[config.mk]
export PLATFORM = sky130hd
export DESIGN_NAME = lap_recall
export DESIGN_NICKNAME = d
export VERILOG_FILES = /design/src/rtl/stopwatch_pkg.sv /design/src/rtl/button_press.sv /design/src/rtl/lap_recall.sv
export SDC_FILE = /design/constraint.sdc
export NUM_CORES = 1
export LEC_CHECK = 0
export ABC_AREA = 1
export BUFFER_PORTS_ARGS = -buffer_cell sky130_fd_sc_hd__buf_2
export CAP_MARGIN = 20
export CORE_UTILIZATION = 35
export DETAILED_ROUTE_END_ITERATION = 8
export MAX_ROUTING_LAYER = met4
export PLACE_DENSITY = 0.52
export SKIP_CTS_REPAIR_TIMING = 1
export SYNTH_ARGS = -nofsm -noshare
export SYNTH_HDL_FRONTEND = slang
export SYNTH_HIERARCHICAL = 1
export SYNTH_SLANG_ARGS = --single-unit
export TNS_END_PERCENT = 20
[constraint.sdc]
create_clock -name clk -period 2.9 [get_ports clk]
set_input_delay 0.435 -clock clk [delete_from_list [all_inputs] [get_ports clk]]
set_output_delay 0.435 -clock clk [all_outputs]
set_load 0.02 [all_outputs]
[src/rtl/stopwatch_pkg.sv]
// Shared stopwatch definitions: BCD digit geometry, display modes and the
// button press qualifier constants used by the core and the lap stage.
package stopwatch_pkg;

    localparam int BCD_DIGITS = 6;
    localparam int DIGIT_W    = 4;
    localparam int BCD_W      = BCD_DIGITS * DIGIT_W;

    // Two low samples followed by two high samples qualify one press.
    localparam logic [3:0] PRESS_PATTERN = 4'b0011;
    // All-ones start value forces two low samples before the first press.
    localparam logic [3:0] BTN_SR_RESET  = 4'hF;

    typedef enum logic {
        LIVE = 1'b0,
        LAP  = 1'b1
    } mode_e;

    function automatic logic is_press(input logic [3:0] sr);
        return (sr == PRESS_PATTERN);
    endfunction

endpackage

[src/rtl/button_press.sv]
// Raw button qualifier: 4-sample shift register, one-cycle press event when
// the history matches low-low-high-high. A held button yields one event.
module button_press
    import stopwatch_pkg::*;
(
    input  logic clk,
    input  logic rst_n,
    input  logic btn,
    output logic press
);

    logic [3:0] sr_reg;

    // Shift in the raw button level; reset discards any press in progress.
    always_ff @(posedge clk) begin
        if (!rst_n) begin
            sr_reg <= BTN_SR_RESET;
        end else begin
            sr_reg <= {sr_reg[2:0], btn};
        end
    end

    assign press = is_press(sr_reg);

endmodule

[src/rtl/lap_recall.sv]
// Lap memory and display select: captures the live BCD time into a circular
// buffer on lap presses and shows either the live time or a chosen lap.
module lap_recall
    import stopwatch_pkg::*;
#(
    parameter int DEPTH = 4,
    parameter int IDX_W = $clog2(DEPTH),
    parameter int CNT_W = $clog2(DEPTH + 1)
) (
    input  logic             clk,
    input  logic             rst_n,
    input  logic [BCD_W-1:0] live_bcd,
    input  logic             lap_btn,
    input  logic             view_btn,
    input  logic             clr_btn,
    output logic [BCD_W-1:0] disp_bcd,
    output logic             disp_is_lap,
    output logic [IDX_W-1:0] lap_age,
    output logic [CNT_W-1:0] lap_count
);

    localparam logic [IDX_W-1:0] ONE_IDX   = IDX_W'(1);
    localparam logic [CNT_W-1:0] ONE_CNT   = CNT_W'(1);
    localparam logic [CNT_W-1:0] ZERO_CNT  = '0;
    localparam logic [CNT_W-1:0] DEPTH_CNT = CNT_W'(DEPTH);

    // Button qualifiers, bit 0 = lap, bit 1 = view, bit 2 = clear.
    logic [2:0] btn_vec;
    logic [2:0] press_vec;
    logic       lap_ev;
    logic       view_ev;
    logic       clr_ev;

    assign btn_vec = {clr_btn, view_btn, lap_btn};

    genvar gi;
    generate
        for (gi = 0; gi < 3; gi++) begin : g_btn
            button_press u_press (
                .clk   (clk),
                .rst_n (rst_n),
                .btn   (btn_vec[gi]),
                .press (press_vec[gi])
            );
        end
    endgenerate

    assign lap_ev  = press_vec[0];
    assign view_ev = press_vec[1];
    assign clr_ev  = press_vec[2];

    // Control state.
    mode_e            mode_reg,   mode_next;
    logic [IDX_W-1:0] age_reg,    age_next;
    logic [IDX_W-1:0] wr_ptr_reg, wr_ptr_next;
    logic [CNT_W-1:0] count_reg,  count_next;
    logic [CNT_W-1:0] count_post;
    logic             mem_we;

    // Lap storage; contents survive reset and clear, validity is tracked by count.
    logic [BCD_W-1:0] mem [DEPTH];
    logic [IDX_W-1:0] rd_slot;
    logic [BCD_W-1:0] rd_data;

    // Display output stage.
    logic [BCD_W-1:0] disp_bcd_reg;
    logic             disp_is_lap_reg;
    logic [IDX_W-1:0] lap_age_reg;

    // Control state register.
    always_ff @(posedge clk) begin
        if (!rst_n) begin
            mode_reg   <= LIVE;
            age_reg    <= '0;
            wr_ptr_reg <= '0;
            count_reg  <= '0;
        end else begin
            mode_reg   <= mode_next;
            age_reg    <= age_next;
            wr_ptr_reg <= wr_ptr_next;
            count_reg  <= count_next;
        end
    end

    // Next-state: clear wins; otherwise capture first, then view decides on
    // the post-capture count so a same-cycle lap+view from empty enters LAP.
    always_comb begin
        mode_next   = mode_reg;
        age_next    = age_reg;
        wr_ptr_next = wr_ptr_reg;
        count_next  = count_reg;
        count_post  = count_reg;
        mem_we      = 1'b0;

        if (clr_ev) begin
            mode_next   = LIVE;
            age_next    = '0;
            wr_ptr_next = '0;
            count_next  = '0;
        end else begin
            if (lap_ev) begin
                mem_we      = 1'b1;
                wr_ptr_next = wr_ptr_reg + ONE_IDX;
                if (count_reg != DEPTH_CNT) begin
                    count_post = count_reg + ONE_CNT;
                end
            end
            count_next = count_post;

            if (view_ev) begin
                case (mode_reg)
                    LIVE: begin
                        if (count_post != ZERO_CNT) begin
                            mode_next = LAP;
                            age_next  = '0;
                        end
                    end
                    LAP: begin
                        // Age is relative to the newest lap, so a capture in
                        // LAP keeps the age and the view shifts to newer data.
                        if (CNT_W'(age_reg) < (count_post - ONE_CNT)) begin
                            age_next = age_reg + ONE_IDX;
                        end else begin
                            mode_next = LIVE;
                            age_next  = '0;
                        end
                    end
                    default: begin
                        mode_next = LIVE;
                        age_next  = '0;
                    end
                endcase
            end
        end
    end

    // Lap capture write port.
    always_ff @(posedge clk) begin
        if (mem_we) begin
            mem[wr_ptr_reg] <= live_bcd;
        end
    end

    // Newest lap sits just behind the write pointer; wraps naturally.
    assign rd_slot = wr_ptr_reg - ONE_IDX - age_reg;
    assign rd_data = mem[rd_slot];

    // Registered display select feeding the seven-segment converters.
    always_ff @(posedge clk) begin
        if (!rst_n) begin
            disp_bcd_reg    <= '0;
            disp_is_lap_reg <= 1'b0;
            lap_age_reg     <= '0;
        end else begin
            disp_bcd_reg    <= (mode_reg == LAP) ? rd_data : live_bcd;
            disp_is_lap_reg <= (mode_reg == LAP);
            lap_age_reg     <= (mode_reg == LAP) ? age_reg : '0;
        end
    end

    assign disp_bcd    = disp_bcd_reg;
    assign disp_is_lap = disp_is_lap_reg;
    assign lap_age     = lap_age_reg;
    assign lap_count   = count_reg;

endmodule

# Word level (Yosys, flattened, before mapping)
# Memories as Yosys holds them, arrays and structs flattened.
# Index checks and enable logic that the tools add are counted.
op_classes:
  add_sub_neg: 6
  mul: 0
  div_mod_pow: 0
  n_lt_le_gt_ge: 1
  eq_ne: 5
  shift: 0
  n_mux: 14
  bitwise: 2
  reduce_logical: 4
ops:
  columns: ["cell", "count"]
  rows:
  - ["two-way mux 24 bit", 1]
  - ["== test 4 x 2 -> 1 bit, second input constant", 3]
  - ["two-way mux 3 bit", 3]
  - ["two-way mux 1 bit", 6]
  - ["adder 2 x 1 -> 2 bit, second input constant", 2]
  - ["two-way mux 2 bit", 2]
  - ["case mux 2 bit (2 select lines)", 1]
  - ["AND reduction 2 bit", 2]
  - ["adder 3 x 1 -> 3 bit, second input constant", 1]
  - ["< comparator 2 x 3 -> 1 bit", 1]
  - ["!= test 3 bit, second input constant", 1]
  - ["nonzero test 3 bit", 1]
  - ["subtractor 3 x 1 -> 3 bit, second input constant", 1]
  - ["!= test 2 bit, second input constant", 1]
  - ["NOT 1 bit", 2]
  - ["case mux 1 bit (2 select lines)", 1]
  - ["OR reduction 2 bit", 1]
  - ["subtractor 2 x 1 -> 2 bit, second input constant", 1]
  - ["subtractor 2 bit", 1]
word_totals:
  regBits: 47
  latchBits: 0
  ram_bits: 96
  romBits: 0
  n_memories: 1
memory_table:
  columns: ["memory", "depth", "word_bits", "read_ports", "rd_clocked_by_memory_dff", "write_ports", "line_no", "text"]
  rows:
  - ["mem", 4, 24, 1, 0, 1, "lap_recall.sv:61", "logic [BCD_W-1:0] mem [DEPTH];"]

# Longest topological paths before layout
logic_depth:
  ltp_word: 8
  depth_mapped: 14
  ltp_nobuf: 13

# Cells and area by module
# Netlist, hierarchy kept.
modules_own_cells:
  columns: ["module", "instances", "cells_each", "area_each_um2", "seq_area_each_um2"]
  rows:
  - ["lap_recall", 1, 446, 5316.3, 3583.4]
  - ["button_press", 3, 16, 125.1, 80.1]

# Least setup slack after synthesis
# No wires, ideal clock.
synth_path:
  path_type: "reg-to-reg"
  from: "reg g_btn[0].u_press.sr_reg[2]"
  to: "mem mem[1][0] (netlist name) (enable)"
  arrival_time_ns: 1.840
  required_time_ns: 2.495
  setup_slack_ns: 0.655
  path_stages_with_launch: 7
  path_buffers: 1
  period_less_slack_ns: 2.245
  cell_sequence: "dfxtp_1 inv_1 nand2_1 nor2_1 clkbuf_1 nand2_1 nor2_1"
synth_between:
  elab_chain_cells: 5
synth_rtl:
  columns: ["element", "line_no", "text"]
  rows:
  - ["start, declared", "button_press.sv:12", "logic [3:0] sr_reg;"]
  - ["start signal, assigned", "button_press.sv:19", "sr_reg <= {sr_reg[2:0], btn};"]
  - ["== test 4 x 2 -> 1 bit", "stopwatch_pkg.sv:20", "return (sr == PRESS_PATTERN);"]
  - ["via lap_ev", "lap_recall.sv:30", "logic lap_ev;"]
  - ["two-way mux 1 bit", "lap_recall.sv:101", "if (lap_ev) begin"]
  - ["two-way mux 1 bit", "lap_recall.sv:95", "if (clr_ev) begin"]
  - ["two-way mux 1 bit", "lap_recall.sv:139", "if (mem_we) begin"]
  - ["two-way mux 1 bit (implied by the code)", "lap_recall.sv:140", "mem[wr_ptr_reg] <= live_bcd;"]
  - ["end, declared", "lap_recall.sv:61", null]
# The timed path passes the listed nets, and every way through them passes these cells.

# Final worst setup path
layout_path:
  from: "reg count_reg[0], in the netlist lap_count[0]"
  to: "reg age_reg[1]"
layout_between:
  elab_chain_cells: 8
  word_cells_on_any_way: 12
layout_rtl:
  columns: ["element", "line_no", "text"]
  rows:
  - ["start, declared", "lap_recall.sv:56", "logic [CNT_W-1:0] count_reg, count_next;"]
  - ["start signal, assigned", "lap_recall.sv:81", "count_reg <= count_next;"]
  - ["adder 3 x 1 -> 3 bit / != test 3 bit (equally long branches)", "lap_recall.sv:105, lap_recall.sv:104", null]
  - ["two-way mux 3 bit", "lap_recall.sv:104", "if (count_reg != DEPTH_CNT) begin"]
  - ["two-way mux 3 bit *", "lap_recall.sv:101", null]
  - ["two-way mux 3 bit *", "lap_recall.sv:95", null]
  - ["subtractor 3 x 1 -> 3 bit", "lap_recall.sv:121", "if (CNT_W'(age_reg) < (count_post - ONE_CNT)) begin"]
  - ["< comparator 2 x 3 -> 1 bit", "lap_recall.sv:121", null]
  - ["two-way mux 2 bit", "lap_recall.sv:121", null]
  - ["case mux 2 bit (2 select lines)", "lap_recall.sv:111", "case (mode_reg)"]
  - ["end signal, assigned", "lap_recall.sv:79", "age_reg <= age_next;"]
  - ["end, declared", "lap_recall.sv:54", "logic [IDX_W-1:0] age_reg, age_next;"]
# Every way passes the cells marked *; elsewhere a longest branch is shown, timed or not. The select of a mux whose other input is x is not followed.
# A chain may end at the register's enable or synchronous reset.

==> impl_metrics.env <==
export IMPL_crit_path_end_kind="flip-flop"
export IMPL_layout_worst_path_cycle_share=0.727
export IMPL_cts_path_max_buffers=2
export IMPL_final_weighted_congestion_of_routability_driven_global_placement=0.724
export IMPL_timing_critical_path_slowest_stage_cell="dfxtp_1"
export IMPL_die_area_um2=16800
export IMPL_count_of_unresolved_drc_violations_after_routing=0
export IMPL_first_global_vias=3491
export IMPL_total_number_of_vias=3515
export IMPL_final_max_slew_viol_count=0
export IMPL_finalSetupViolCount=0
export IMPL_synth_yosys_warnings=6
export IMPL_ios=59
export IMPL_peakVddDrop_v=0.000414
export IMPL_multi_input_area_um2=1570
export IMPL_hp_class="in2reg"
export IMPL_syn_area_per_cell_um2=11.5
export IMPL_syn_instance_count=494
export IMPL_core_region_um2=15900
export IMPL_drt_pass1_iter_count=7
export IMPL_timing_max_cap_violations=0
export IMPL_postRouteAntennaNets=0
export IMPL_timing_fmax_mhz=474
export IMPL_critPathRequiredTime_ps=3250
export IMPL_ctsRootBufferMaster="clkbuf_16"
export IMPL_cellPowerDensity_nw_per_um2=634
export IMPL_count_of_flip_flops_with_a_built_in_enable_after_synthesis=96
export IMPL_antennaDiodeCount=0
export IMPL_die_width_um=130
export IMPL_drive_gt1_frac=0.263
export IMPL_critical_path_cell_chain="inv_1, ha_1, nand2_1, nand2_1, o21ai_0, ha_1, ha_1, nand2_1, inv_1, nand2_1, nand4_1, a21oi_1"
export IMPL_grtUsageTotal=0.149
export IMPL_finalWorstSetupSlack_ps=790
export IMPL_path_clk_slew_ps=60
export IMPL_worst_path_stages=12
export IMPL_insertion_delay_ps=410
export IMPL_clock_tree_htree_level_count=4
export IMPL_crit_path_max_incr_delay_ps=370
export IMPL_routed_via_density=4.42
export IMPL_number_of_placement_rows=46
export IMPL_areaGrowthSynthToFinish_pct=20.3
export IMPL_asyncSetResetFlopFracSynth=0
export IMPL_critical_path_top_cell_by_count="nand2_1"
export IMPL_grt_max_degree=49
export IMPL_floorplan_initialDensity=0.358
export IMPL_route_detailed_wl_per_inst_um=14.1
export IMPL_final_setup_skew_ps=5.89
export IMPL_crit_path_start_kind="flip-flop"
export IMPL_layout_cells_most_common="nand2_1"
export IMPL_grt_first_pass_wirelength_um=17800
export IMPL_clock_tree_from_tritoncts="built"
export IMPL_cp_arrival_ps=2460
export IMPL_leakagePower_nw=2.91
export IMPL_portion_of_the_post_synthesis_area_used_by_sequential_elements=0.672
export IMPL_flip_flop_count_of_the_largest_register_after_layout=96
export IMPL_post_dp_hpwl_um=6560
export IMPL_finalCriticalPeriod_ps=2110
export IMPL_min_path_cells=3
export IMPL_max_slew_margin_rel=0.508
export IMPL_cts_buffer_count=17
export IMPL_critical_path_top_delay_family="adder cells"
export IMPL_clock_sinks=143
export IMPL_mappedNetlistArea_um2=5690
export IMPL_mappedNetlistNets=533
export IMPL_pre_cts_ws_ps=834
export IMPL_grt_setup_unrepaired="false"
export IMPL_port_buffer_count=58
export IMPL_critical_path_class="reg2reg"
export IMPL_cp_buf_inv_count=2
export IMPL_yosysUniqueCellTypes=22
export IMPL_globalRouteOverflowTotal=0
export IMPL_design_final_nets=605
export IMPL_regArea_um2=3820
export IMPL_drt_initial_drc_count=229
export IMPL_worst_slew_pin_transition_ps=738
export IMPL_route_final_wire_length_um=11200
export IMPL_antenna_violations_before_repair=0
export IMPL_ys_ff_latch=143
export IMPL_chipHeight_um=130
export IMPL_num_fill_cells=1534
export IMPL_commonest_cells_after_routing_fill_and_taps_aside="nand2_1, edfxtp_1, nor2_1"
export IMPL_yosys_most_used_dff="edfxtp_1"
export IMPL_worstPathMaxFanout=4
export IMPL_outcome="finished, final reports clean"
export IMPL_totalNegativeSetupSlack_ps=0
export IMPL_timing_hold_violations_final=0
export IMPL_worst_case_reg_to_reg_path_depth=12
==> power breakdown <==
group	internal, mW	switching, mW
Combinational	0.0432	0.0859
Clock	1.25	0.766
Sequential	2.20	0.00631
Total	3.48	0.859
==> worst min-delay path, cell delays in order <==
cell and delay (ps):
buf_2 70, inv_1 30, nand2_1 40
==> layout make-up <==
class	count	area share
Sequential cell	143	0.559
Multi-Input combinational cell	273	0.229
Timing Repair Buffer	71	0.0585
Tap cell	216	0.0395
Inverter	60	0.0329
Clock buffer	28	0.0775
Clock inverter	4	0.00347
==> cell usage after synthesis, types with 3 or more instances <==
cell type / n / area share
nand2_1: 109 / 0.072
edfxtp_1: 96 / 0.51
nor2_1: 65 / 0.043
inv_1: 58 / 0.038
mux2_2: 48 / 0.095
dfxtp_1: 47 / 0.17
nand3_1: 27 / 0.024
ha_1: 10 / 0.022
clkbuf_1: 9 / 0.0059
buf_2: 5 / 0.0044
a21oi_1: 4 / 0.0035
o21ai_0: 4 / 0.0035
buf_4: 3 / 0.0040
==> final timing paths <==
path                               from  slack [ps]                          to
max                        lap_count[0]         790                  age_reg[1]
min                             lap_btn         190  g_btn[0].u_press/sr_reg[0]
max reg2reg                lap_count[0]         790                  age_reg[1]
min reg2reg  g_btn[0].u_press/sr_reg[2]         420  g_btn[0].u_press/sr_reg[3]
==> kinds of logic after synthesis <==
group           Yosys count  synth area share
compound gates            8           0.00703
xor+xnor                  3           0.00792
fa+ha+maj                10            0.0220
buf+inv                  78            0.0545
flops                   143             0.672
mux                      48            0.0950
simple gates            204             0.142
==> per-layer routing <==
| layer | GRT usage | part of all wire | vias to the layer above |
|---|---|---|---|
| li1 | - | - | 1760 |
| met1 | 0.177 | 0.46 | 1661 |
| met2 | 0.239 | 0.48 | 82 |
| met3 | 0.0425 | 0.043 | 12 |
| met4 | 0.0568 | 0.0097 | 0 |
| met5 | - | 0 | - |
==> through the flow <==
stage          total power [mW]  hold WS [ps]  cell area (um2)  utilization  std cells
2_1_floorplan              2.31           392             5690            -        494
3_3_place_gp               2.37           398             6290        0.396        763
3_5_place_dp               2.38           408             6290        0.396        763
4_1_cts                    4.40           175             6850        0.431        795
5_1_grt                    4.50           180             6850        0.431        795
6_report                   4.34           191             6850        0.431        795
No activity file was read; power rests on OpenSTA's default activity.
